### src/rtl/prco_decoder_if.sv
// prco_decoder_if: fetch <-> decode handshake plus decoded control bundle.
// Optional macro PRCO_DEC_ILLEGAL_TRAP_EN adds the sticky q_illegal flag.
interface prco_decoder_if;
  logic        i_en;
  logic        i_ce_dec;
  logic [15:0] i_instr;
  logic        q_ce_dec;
  logic        q_fetch_next;
  logic [2:0]  q_sela;
  logic [2:0]  q_selb;
  logic [2:0]  q_seld;
  logic [3:0]  q_alu_op;
  logic [15:0] q_imm;
  logic        q_use_imm;
  logic        q_we;
  logic        q_mem_rd;
  logic        q_mem_wr;
  logic        q_jmp;
  logic        q_busy;
  logic        q_halted;
  logic [15:0] q_icount;
`ifdef PRCO_DEC_ILLEGAL_TRAP_EN
  logic        q_illegal;

  modport master (
    output i_en, i_ce_dec, i_instr,
    input  q_ce_dec, q_fetch_next, q_sela, q_selb, q_seld, q_alu_op, q_imm,
           q_use_imm, q_we, q_mem_rd, q_mem_wr, q_jmp, q_busy, q_halted,
           q_icount, q_illegal
  );

  modport slave (
    input  i_en, i_ce_dec, i_instr,
    output q_ce_dec, q_fetch_next, q_sela, q_selb, q_seld, q_alu_op, q_imm,
           q_use_imm, q_we, q_mem_rd, q_mem_wr, q_jmp, q_busy, q_halted,
           q_icount, q_illegal
  );
`else
  modport master (
    output i_en, i_ce_dec, i_instr,
    input  q_ce_dec, q_fetch_next, q_sela, q_selb, q_seld, q_alu_op, q_imm,
           q_use_imm, q_we, q_mem_rd, q_mem_wr, q_jmp, q_busy, q_halted,
           q_icount
  );

  modport slave (
    input  i_en, i_ce_dec, i_instr,
    output q_ce_dec, q_fetch_next, q_sela, q_selb, q_seld, q_alu_op, q_imm,
           q_use_imm, q_we, q_mem_rd, q_mem_wr, q_jmp, q_busy, q_halted,
           q_icount
  );
`endif
endinterface

### src/rtl/prco_decoder.sv
// prco_decoder: PRCO instruction decode stage. Decodes 16-bit words into
// register selects / ALU op / immediate / controls, issues a one-cycle
// q_ce_dec strobe, fetches the second word of MOVW, latches HALT and counts
// issued instructions.
// Optional macro PRCO_DEC_ILLEGAL_TRAP_EN: illegal opcodes trap into the
// halted state and raise the sticky q_illegal flag; otherwise they issue as NOP.
module prco_decoder (
  input  logic          i_clk,
  input  logic          i_reset_n,
  prco_decoder_if.slave bus
);

  typedef enum logic [1:0] {S_IDLE, S_EXT, S_HALT} state_t;

  typedef enum logic [4:0] {
    OP_NOP  = 5'h00,
    OP_MOV  = 5'h01,
    OP_MOVI = 5'h02,
    OP_ADD  = 5'h03,
    OP_SUB  = 5'h04,
    OP_ADDI = 5'h05,
    OP_LDW  = 5'h06,
    OP_STW  = 5'h07,
    OP_JMP  = 5'h08,
    OP_CMP  = 5'h09,
    OP_MOVW = 5'h0A,
    OP_HALT = 5'h1F
  } opcode_t;

  localparam logic [3:0] ALU_ADD   = 4'd0;
  localparam logic [3:0] ALU_SUB   = 4'd1;
  localparam logic [3:0] ALU_PASSA = 4'd2;
  localparam logic [3:0] ALU_PASSB = 4'd3;
  localparam logic [3:0] ALU_NOP   = 4'd4;

  // Everything that is latched onto the outputs when an instruction issues
  typedef struct packed {
    logic [2:0] seld;
    logic [2:0] sela;
    logic [2:0] selb;
    logic [3:0] alu_op;
    logic       use_imm;
    logic       we;
    logic       mem_rd;
    logic       mem_wr;
    logic       jmp;
  } issue_t;

  state_t      state;
  issue_t      dec;
  issue_t      pend;
  issue_t      sel;
  logic [15:0] sel_imm;
  logic        is_halt;
  logic        is_two_word;
  logic        trap_hit;
  logic        issue;

  logic [4:0]  op;
  logic [2:0]  rd;
  logic [2:0]  ra;
  logic [2:0]  rb;

  assign op = bus.i_instr[15:11];
  assign rd = bus.i_instr[10:8];
  assign ra = bus.i_instr[7:5];
  assign rb = bus.i_instr[4:2];

  // Opcode decode of the current word; unknown opcodes fall through as NOP
  always_comb begin
    dec         = '0;
    dec.seld    = rd;
    dec.sela    = ra;
    dec.selb    = rb;
    dec.alu_op  = ALU_NOP;
    is_halt     = 1'b0;
    is_two_word = 1'b0;
    trap_hit    = 1'b0;
    case (op)
      OP_NOP: ;
      OP_MOV: begin
        dec.alu_op = ALU_PASSA;
        dec.we     = 1'b1;
      end
      OP_MOVI: begin
        dec.alu_op  = ALU_PASSB;
        dec.we      = 1'b1;
        dec.use_imm = 1'b1;
      end
      OP_ADD: begin
        dec.alu_op = ALU_ADD;
        dec.we     = 1'b1;
      end
      OP_SUB: begin
        dec.alu_op = ALU_SUB;
        dec.we     = 1'b1;
      end
      OP_ADDI: begin
        dec.alu_op  = ALU_ADD;
        dec.we      = 1'b1;
        dec.use_imm = 1'b1;
        dec.sela    = rd;
      end
      OP_LDW: begin
        dec.alu_op = ALU_ADD;
        dec.we     = 1'b1;
        dec.mem_rd = 1'b1;
      end
      OP_STW: begin
        dec.alu_op = ALU_ADD;
        dec.mem_wr = 1'b1;
        dec.selb   = rd;
      end
      OP_JMP: begin
        dec.alu_op  = ALU_PASSB;
        dec.jmp     = 1'b1;
        dec.use_imm = 1'b1;
      end
      OP_CMP: begin
        dec.alu_op = ALU_SUB;
      end
      OP_MOVW: begin
        dec.alu_op  = ALU_PASSB;
        dec.we      = 1'b1;
        dec.use_imm = 1'b1;
        is_two_word = 1'b1;
      end
      OP_HALT: begin
        is_halt = 1'b1;
      end
      default: begin
`ifdef PRCO_DEC_ILLEGAL_TRAP_EN
        trap_hit = 1'b1;
`endif
      end
    endcase
  end

  // In S_EXT the issued fields come from the held first word and the
  // immediate is the whole extension word; otherwise from the current word
  always_comb begin
    sel     = dec;
    sel_imm = {8'h00, bus.i_instr[7:0]};
    if (state == S_EXT) begin
      sel     = pend;
      sel_imm = bus.i_instr;
    end
  end

  // Issue happens on an accepted strobe that completes an instruction
  always_comb begin
    issue = 1'b0;
    if (bus.i_en && bus.i_ce_dec) begin
      if (state == S_EXT)
        issue = 1'b1;
      else if (state == S_IDLE)
        issue = !is_halt && !is_two_word && !trap_hit;
    end
  end

  // Decode FSM with registered outputs; i_en low freezes everything
  always_ff @(posedge i_clk) begin
    if (!i_reset_n) begin
      state            <= S_IDLE;
      pend             <= '0;
      bus.q_ce_dec     <= 1'b0;
      bus.q_fetch_next <= 1'b0;
      bus.q_seld       <= '0;
      bus.q_sela       <= '0;
      bus.q_selb       <= '0;
      bus.q_alu_op     <= ALU_NOP;
      bus.q_imm        <= '0;
      bus.q_use_imm    <= 1'b0;
      bus.q_we         <= 1'b0;
      bus.q_mem_rd     <= 1'b0;
      bus.q_mem_wr     <= 1'b0;
      bus.q_jmp        <= 1'b0;
      bus.q_busy       <= 1'b0;
      bus.q_halted     <= 1'b0;
      bus.q_icount     <= '0;
`ifdef PRCO_DEC_ILLEGAL_TRAP_EN
      bus.q_illegal    <= 1'b0;
`endif
    end else if (!bus.i_en) begin
      bus.q_ce_dec     <= 1'b0;
      bus.q_fetch_next <= 1'b0;
    end else begin
      bus.q_ce_dec     <= 1'b0;
      bus.q_fetch_next <= 1'b0;

      if (issue) begin
        bus.q_ce_dec  <= 1'b1;
        bus.q_seld    <= sel.seld;
        bus.q_sela    <= sel.sela;
        bus.q_selb    <= sel.selb;
        bus.q_alu_op  <= sel.alu_op;
        bus.q_imm     <= sel_imm;
        bus.q_use_imm <= sel.use_imm;
        bus.q_we      <= sel.we;
        bus.q_mem_rd  <= sel.mem_rd;
        bus.q_mem_wr  <= sel.mem_wr;
        bus.q_jmp     <= sel.jmp;
        bus.q_icount  <= bus.q_icount + 16'd1;
      end

      case (state)
        S_IDLE: begin
          if (bus.i_ce_dec) begin
            if (is_halt) begin
              state        <= S_HALT;
              bus.q_halted <= 1'b1;
            end else if (trap_hit) begin
              state        <= S_HALT;
              bus.q_halted <= 1'b1;
`ifdef PRCO_DEC_ILLEGAL_TRAP_EN
              bus.q_illegal <= 1'b1;
`endif
            end else if (is_two_word) begin
              state            <= S_EXT;
              pend             <= dec;
              bus.q_busy       <= 1'b1;
              bus.q_fetch_next <= 1'b1;
            end
          end
        end
        S_EXT: begin
          if (bus.i_ce_dec) begin
            state      <= S_IDLE;
            bus.q_busy <= 1'b0;
          end
        end
        S_HALT: ;
        default: state <= S_IDLE;
      endcase
    end
  end

endmodule

### src/flat_wrapper.sv
// flat-port wrapper written by rule: the top's interface ports become plain ports
module prco_decoder_flat 
  (i_clk, i_reset_n, bus_i_en, bus_i_ce_dec, bus_i_instr, bus_q_ce_dec, bus_q_fetch_next, bus_q_sela, bus_q_selb, bus_q_seld, bus_q_alu_op, bus_q_imm, bus_q_use_imm, bus_q_we, bus_q_mem_rd, bus_q_mem_wr, bus_q_jmp, bus_q_busy, bus_q_halted, bus_q_icount);
  prco_decoder_if bus_i ();
  input  logic i_clk;
  input  logic i_reset_n;
  input wire logic [$bits(bus_i.i_en)-1:0] bus_i_en;
  input wire logic [$bits(bus_i.i_ce_dec)-1:0] bus_i_ce_dec;
  input wire logic [$bits(bus_i.i_instr)-1:0] bus_i_instr;
  output wire logic [$bits(bus_i.q_ce_dec)-1:0] bus_q_ce_dec;
  output wire logic [$bits(bus_i.q_fetch_next)-1:0] bus_q_fetch_next;
  output wire logic [$bits(bus_i.q_sela)-1:0] bus_q_sela;
  output wire logic [$bits(bus_i.q_selb)-1:0] bus_q_selb;
  output wire logic [$bits(bus_i.q_seld)-1:0] bus_q_seld;
  output wire logic [$bits(bus_i.q_alu_op)-1:0] bus_q_alu_op;
  output wire logic [$bits(bus_i.q_imm)-1:0] bus_q_imm;
  output wire logic [$bits(bus_i.q_use_imm)-1:0] bus_q_use_imm;
  output wire logic [$bits(bus_i.q_we)-1:0] bus_q_we;
  output wire logic [$bits(bus_i.q_mem_rd)-1:0] bus_q_mem_rd;
  output wire logic [$bits(bus_i.q_mem_wr)-1:0] bus_q_mem_wr;
  output wire logic [$bits(bus_i.q_jmp)-1:0] bus_q_jmp;
  output wire logic [$bits(bus_i.q_busy)-1:0] bus_q_busy;
  output wire logic [$bits(bus_i.q_halted)-1:0] bus_q_halted;
  output wire logic [$bits(bus_i.q_icount)-1:0] bus_q_icount;
  assign bus_i.i_en = bus_i_en;
  assign bus_i.i_ce_dec = bus_i_ce_dec;
  assign bus_i.i_instr = bus_i_instr;
  assign bus_q_ce_dec = bus_i.q_ce_dec;
  assign bus_q_fetch_next = bus_i.q_fetch_next;
  assign bus_q_sela = bus_i.q_sela;
  assign bus_q_selb = bus_i.q_selb;
  assign bus_q_seld = bus_i.q_seld;
  assign bus_q_alu_op = bus_i.q_alu_op;
  assign bus_q_imm = bus_i.q_imm;
  assign bus_q_use_imm = bus_i.q_use_imm;
  assign bus_q_we = bus_i.q_we;
  assign bus_q_mem_rd = bus_i.q_mem_rd;
  assign bus_q_mem_wr = bus_i.q_mem_wr;
  assign bus_q_jmp = bus_i.q_jmp;
  assign bus_q_busy = bus_i.q_busy;
  assign bus_q_halted = bus_i.q_halted;
  assign bus_q_icount = bus_i.q_icount;
  prco_decoder u_core (.i_clk(i_clk), .i_reset_n(i_reset_n), .bus(bus_i));
endmodule
### config.mk
export PLATFORM = sky130hd
export DESIGN_NAME = prco_decoder_flat
export DESIGN_NICKNAME = d
export VERILOG_FILES = /design/src/rtl/prco_decoder_if.sv /design/src/rtl/prco_decoder.sv /design/src/flat_wrapper.sv
export SDC_FILE = /design/constraint.sdc
export NUM_CORES = 1
export LEC_CHECK = 0
export ABC_CLOCK_PERIOD_IN_PS = 4000
export BUFFER_PORTS_ARGS = -buffer_cell sky130_fd_sc_hd__buf_2
export CORE_AREA = 2 2 84 86
export DETAILED_ROUTE_END_ITERATION = 8
export DIE_AREA = 0 0 86 88
export PLACE_DENSITY = 0.72
export SLEW_MARGIN = 20
export SYNTH_ARGS = -nofsm -noshare
export SYNTH_HDL_FRONTEND = slang
export SYNTH_SLANG_ARGS = --single-unit
### constraint.sdc
create_clock -name i_clk -period 4 [get_ports i_clk]
set_input_delay 0.2 -clock i_clk [delete_from_list [all_inputs] [get_ports i_clk]]
set_output_delay 0.2 -clock i_clk [all_outputs]
set_load 0.02 [all_outputs]
==> results of run 1 <==
## final cells by class
| type | instances | share of cell area [%] |
|---|---|---|
| multi-input cells | 282 | 44.2 |
| flip-flops and latches | 72 | 38.1 |
| repair buffers | 75 | 10.1 |
| clock buffers | 11 | 3.74 |
| well taps | 80 | 2.65 |
| clock inverters | 5 | 0.860 |
| inverters | 3 | 0.298 |
## registers in the layout, indices dropped and copies added (netlist names), 2 cells and up
register and cells:
u_core.bus.q_selb 3, u_core.bus.q_alu_op 3, u_core.state 2, u_core.bus.q_seld 3, u_core.bus.q_sela 3, u_core.bus.q_icount 16
u_core.bus.q_imm 16, u_core.pend 17
## synth_stat cells, drive strengths merged (5+ instances only)
library cell and instances:
nand2 40, dfxtp 72, and3 5, buf 14, nand3 16, o21ai 36, a311oi 12, nand2b 9
or4 11, clkbuf 20, a21oi 41, nor2 28, o31ai 8, a31oi 7, mux2i 7, nor3 10
## stage by stage
step	total power, mW	utilization, %	instance area, um^2	worst slack (ns)
2_1_floorplan	0.856	-	3260	2.04
3_3_place_gp	0.905	54.3	3610	1.79
3_5_place_dp	0.907	54.3	3610	1.71
4_1_cts	1.41	56.9	3780	1.70
5_1_grt	1.46	56.9	3780	1.51
6_report	1.41	56.9	3780	1.69
## layout by cell type (no fill, tap or decap), types with 3 or more instances in the layout
cell and n:
nor3_1 10, a311oi_1 12, nor2b_1 3, nor4_1 3, o31ai_1 8, a21oi_1 41, a32o_1 3, or4_1 8
buf_4 3, nand2_1 40, dfxtp_1 72, a2111oi_0 3, clkinv_2 3, clkbuf_8 10, nor4b_1 3, nand2b_1 9
a31oi_1 7, buf_2 72, and3_1 5, a211oi_1 3, a31o_2 3, nand4_1 3, o21ai_0 36, mux2i_1 7
nor2_1 28, nand3_1 16
## worst max-delay path, stage by stage, from the launching register on
cell	delay (ns)
dfxtp_1	0.35
nand3b_1	0.52
nor4_4	0.94
nor2_1	0.10
a311oi_1	0.29
## logic make-up after synthesis
family | share of synthesized area [%]
AND/OR/NAND/NOR | 23.5
AO/OA/AOI/OAI | 24.5
flip-flops | 44.2
buffers and inverters | 4.87
multiplexers | 2.15
adder cells (fa/ha/maj) | 0.383
other | 0.115
XOR/XNOR | 0.268
## power by group through the flow
stage	Clock [mW]	Combinational [mW]	Sequential, mW
2_1_floorplan	0	0.0784	0.778
3_3_place_gp	0	0.146	0.759
3_5_place_dp	0	0.147	0.759
4_1_cts	0.524	0.148	0.743
5_1_grt	0.549	0.163	0.744
6_report	0.516	0.149	0.743
## path summary, 6_finish.rpt
check / depth (start not counted) / from / end / slack [ns]
min reg2reg: 2 / u_core.bus.q_imm[6]$_SDFFE_PN0P_ / u_core.bus.q_imm[6]$_SDFFE_PN0P_ / 0.47
max reg2reg: 4 / u_core.state[1]$_SDFFE_PN0P_ / u_core.pend[13]$_SDFFE_PN0P_ / 1.69
max: 4 / u_core.state[1]$_SDFFE_PN0P_ / u_core.pend[13]$_SDFFE_PN0P_ / 1.69
min: 3 / bus_i_instr[0] / u_core.bus.q_imm[0]$_SDFFE_PN0P_ / 0.10
## metal layers
layer	wire [um]	up-vias
met4	115	0
met5	0	-
li1	-	1541
met3	543	9
met1	3990	1519
met2	4070	125
==> summary.md, run 1 <==
| Metric | Value |
|---|---|
| Min cycle time layout | `2.31 ns` |
| Most area-consuming cells after synthesis | `dfxtp_1, a21oi_1, o21ai_0` |
| Crit path capture type | `flop` |
| Worst slew pin tran | `1.02 ns` |
| Max Clock Freq | `434 MHz` |
| Reg clk slew, reported paths | `0.08 ns` |
| Run status | `complete, no violations` |
| Combinational fraction of design power | `10.6%` |
| Multi-input logic area | `1670 um^2` |
| Non-filler cells, final | `528` |
| Startpoint Class | `flop` |
| Post-CTS Setup Bufs | `0` |
| Final hold vios | `0` |
| DRT iter0 DRCs | `165` |
| Sequential area share after synthesis | `44.2%` |
| H-tree levels | `3` |
| DRC | `0` |
| Net switching power | `0.387 mW` |
| Post-Syn Area | `3260 um^2` |
| Count of pins over their slew limit | `0` |
| Num rows | `30` |
| Yosys cell types | `54` |
| Syn avg cell area | `8.35 um^2` |
| Post-CTS Resized | `0` |
| Setup_tns | `0 ns` |
| Data required time of the worst path | `4.25 ns` |
| Synth-to-layout area growth | `15.8%` |
| Reg power frac | `52.8%` |
| Starting Density | `49.1%` |
| Initial antenna violation count | `0` |
| Total global-route track usage | `23.3%` |
| Post-synth EDFFs | `0` |
| CTS Buf Count | `9` |
| Share of layout cells above drive strength 1 | `22.8%` |
| GRT busiest layer | `met2` |
| RSZ-0062 raised after global routing | `false` |
| Asr flop ratio synth | `0%` |
| Pre-antenna DRT Iters | `5` |
| GR met1 Demand/Resource | `30.9%` |
| Fillers | `622` |
| Vias in the first global route | `2,861` |
| Pin count of the biggest net entering global routing | `56` |
| Sink Count | `72` |
| First-pass GRT wire length | `14,000 um` |
| CTS tree | `built` |
| Power Dens Cells | `372 nW/um^2` |
| Leak Pwr | `1.46 nW` |
| Setup CP Type | `reg -> reg` |
| Syn. warnings | `0` |
| Clk pwr share | `36.7%` |
| Final period utilization | `57.6%` |
| Die Area | `7570 um^2` |
| VDD IR max | `241 uV` |
| Syn_nets | `412` |
| Hold_buf cts | `0` |
| Worst Clk Skew | `0.00640 ns` |
| DP HPWL | `5760 um` |
| Hold/Removal Path Class | `in -> reg` |
| Reg area | `1440 um^2` |
| Routed Wire Length | `8720 um` |
| Die Ht | `88 um` |
| I/O pin count | `74` |
| Gpl congestion | `0.814` |
| Dominant synthesized flop cell | `dfxtp_1` |
| Core area | `6640 um^2` |
| Critical path peak fanout | `19` |
| Ant diodes | `0` |
| Routed len/inst | `16.5 um` |
| Synth top area share | `44.2%` |
| Sw Share | `27.5%` |
| Clock Root Buffer | `clkbuf_8` |
| Nets | `464` |
| Grt met3 use | `4.05%` |
| Final ANT Viol Nets | `0` |
| Flops & latches, synth | `72` |
| Worst EP arrival | `2.55 ns` |
| Die Width | `86 um` |
| Clock buffer depth | `2` |
| Max Cap Viol | `0` |
| Clock Latency Late Sink | `0.35 ns` |
| Placed Instances | `512` |
| Post-synth top area cell | `dfxtp_1` |
| Final setup violation count | `0` |
| IO Port Bufs | `72` |
| Post-Syn Instances | `391` |
| Vias after detailed routing | `3,194` |
| Via/cell ratio | `6.05` |
| Global route total overflow | `0` |
| P_int | `1.02 mW` |
| Rel. slew slack | `31.2%` |
| Met2 usage | `37.6%` |
| Worst hold slack | `0.101 ns` |
No activity file was read; power rests on OpenSTA's default activity.
==> run 2: changes to the inputs <==
--- a/config.mk
+++ b/config.mk
@@ -5,7 +5,7 @@
 export SDC_FILE = /design/constraint.sdc
 export NUM_CORES = 1
 export LEC_CHECK = 0
-export ABC_CLOCK_PERIOD_IN_PS = 4000
+export ABC_CLOCK_PERIOD_IN_PS = 2250
 export BUFFER_PORTS_ARGS = -buffer_cell sky130_fd_sc_hd__buf_2
 export CORE_AREA = 2 2 84 86
 export DETAILED_ROUTE_END_ITERATION = 8
==> constraint.sdc (replaced) <==
create_clock -name i_clk -period 2.25 [get_ports i_clk]
set_input_delay 0.1125 -clock i_clk [delete_from_list [all_inputs] [get_ports i_clk]]
set_output_delay 0.1125 -clock i_clk [all_outputs]
set_load 0.02 [all_outputs]
==> run 2 against run 1 <==
Non-clock buffer count is 8 higher. Highest routed layer unchanged. Via count increased by 0.75%. Final area grew 3.5%.
==> summary.md, run 2 (same netlist as run 1, synthesis figures left out) <==
| Metric | Value |
|---|---|
| Run status | `complete, no violations` |
| Rel. slew slack | `37.3%` |
| Cell Chain, Critical Path | `nand3b_1 > or4_4 > or4_1 > a21oi_1` |
| Post-CTS Resized | `0` |
| Largest Register | `u_core.pend` |
| Final period utilization | `91.6%` |
| Num rows | `30` |
| CP peak stage delay | `0.65 ns` |
| Die Ht | `88 um` |
| Hold/Removal Path Class | `in -> reg` |
| Critical path peak fanout | `10` |
| Clock Latency Late Sink | `0.35 ns` |
| Final hold vios | `0` |
| Starting Density | `49.1%` |
| IO Port Bufs | `72` |
| Clock Root Buffer | `clkbuf_8` |
| Pin count of the biggest net entering global routing | `56` |
| Final ANT Viol Nets | `0` |
| Crit path capture type | `flop` |
| DP HPWL | `5990 um` |
| Global route total overflow | `0` |
| Worst slew pin tran | `0.941 ns` |
| Max Clock Freq | `485 MHz` |
| Largest register FFs | `17` |
| Reg clk slew, reported paths | `0.07 ns` |
| Vias after detailed routing | `3,218` |
| Data required time of the worst path | `2.52 ns` |
| Non-filler cells, final | `536` |
| Max Cap Viol | `0` |
| Hold_buf cts | `0` |
| Power Dens Cells | `709 nW/um^2` |
| DRC | `0` |
| CTS Buf Count | `9` |
| CTS tree | `built` |
| Post-Route Utilization | `58.9%` |
| Nets | `472` |
| Count of pins over their slew limit | `0` |
| Regs by FF count | `u_core.pend x17, u_core.bus.q_icount x16, u_core.bus.q_imm x16` |
| Pre-antenna DRT Iters | `4` |
| Via/cell ratio | `6.00` |
| Reg area | `1440 um^2` |
| RSZ-0062 raised after global routing | `false` |
| Die Width | `86 um` |
| First-pass GRT wire length | `14,100 um` |
| Multi-input logic area | `1670 um^2` |
| DRT iter0 DRCs | `247` |
| Setup CP Type | `reg -> reg` |
| Total Power | `2.78 mW` |
| Clock buffer depth | `2` |
| CP bufs+invs | `0` |
| Vias in the first global route | `2,890` |
| Placed Instances | `520` |
| H-tree levels | `3` |
| Place WS | `0.205 ns` |
| Hold path depth | `3` |
| Placement Cell Area | `3680 um^2` |
| Final Cell Area | `3910 um^2` |
| Final WS setup | `0.189 ns` |
| Min cycle time layout | `2.06 ns` |
| I/O pin count | `74` |
| Initial antenna violation count | `0` |
| Ant diodes | `0` |
| Share of layout cells above drive strength 1 | `23.9%` |
| Die Area | `7570 um^2` |
| Final setup violation count | `0` |
| Total global-route track usage | `23.7%` |
| Gpl congestion | `0.815` |
| Core area | `6640 um^2` |
| Worst hold slack | `0.0158 ns` |
| Synth-to-layout area growth | `19.9%` |
| Routed Wire Length | `8800 um` |
| VDD IR max | `573 uV` |
| Routed len/inst | `16.4 um` |
| Leak Pwr | `1.53 nW` |
| Most frequent cells in the layout | `buf_2, dfxtp_1, a21oi_1, nand2_1, o21ai_0` |
| Worst reg2reg path depth | `4` |
| CP top delay family | `simple AND/OR/NAND/NOR gates` |
| Fillers | `616` |
| Startpoint Class | `flop` |
| Worst Clk Skew | `0.00902 ns` |
| Crit path depth | `4` |
| Setup_tns | `0 ns` |
| Sink Count | `72` |
| Critical-path top delay cell | `or4_4` |
| Worst EP arrival | `2.33 ns` |
| Post-CTS Setup Bufs | `0` |
==> run 2: cell types whose count changed in the layout (fill, tap and decap cells not counted), moves of 2 or more <==
| cell | delta |
|---|---|
| bufinv_16 | +2 |
| clkbuf_8 | +2 |
| clkinv_2 | -3 |
| clkinv_4 | -2 |
| buf_4 | +7 |
==> run 2: final timing paths <==
path / startpoint / to / slack [ns]
worst max-delay path: u_core.state[1]$_SDFFE_PN0P_ / u_core.bus.q_icount[14]$_SDFFE_PN0P_ / 0.19
worst min-delay path: bus_i_instr[1] / u_core.bus.q_imm[1]$_SDFFE_PN0P_ / 0.02
worst max register to register: u_core.state[1]$_SDFFE_PN0P_ / u_core.bus.q_icount[14]$_SDFFE_PN0P_ / 0.19
worst min register to register: u_core.pend[5]$_SDFFE_PN0P_ / u_core.pend[5]$_SDFFE_PN0P_ / 0.47
==> run 2: worst register-to-register path, cell delays in order (launching register included) <==
cell and delay [ns]:
dfxtp_1 0.35, nand3b_1 0.35, or4_4 0.65, or4_1 0.48
a21oi_1 0.16
==> run 2: power by group <==
| group | leakage [nW] | total [mW] | switching [mW] | internal, mW |
|---|---|---|---|---|
| clock | 0.117 | 1.18 | 0.463 | 0.717 |
| sequential | 0.584 | 1.32 | 0.0170 | 1.30 |
| combinational | 0.825 | 0.274 | 0.185 | 0.0894 |
==> run 2: cell type report <==
| type | count | share of cell area (%) |
|---|---|---|
| repair buffers | 83 | 11.6 |
| clock inverters | 2 | 1.54 |
| inverters | 3 | 0.288 |
| well taps | 80 | 2.56 |
| flip-flops and latches | 72 | 36.8 |
| clock buffers | 14 | 4.41 |
| multi-input cells | 282 | 42.7 |
==> run 2: per-layer routing <==
metal / wire length (um) / vias up / share of wire (%) / GRT usage, %
li1: - / 1559 / - / -
met1: 3910 / 1517 / 44 / 30.9
met3: 639 / 17 / 7.3 / 7.35
met2: 4080 / 125 / 46 / 37.1
met4: 170 / 0 / 1.9 / 8.80
met5: 0 / - / 0 / 0
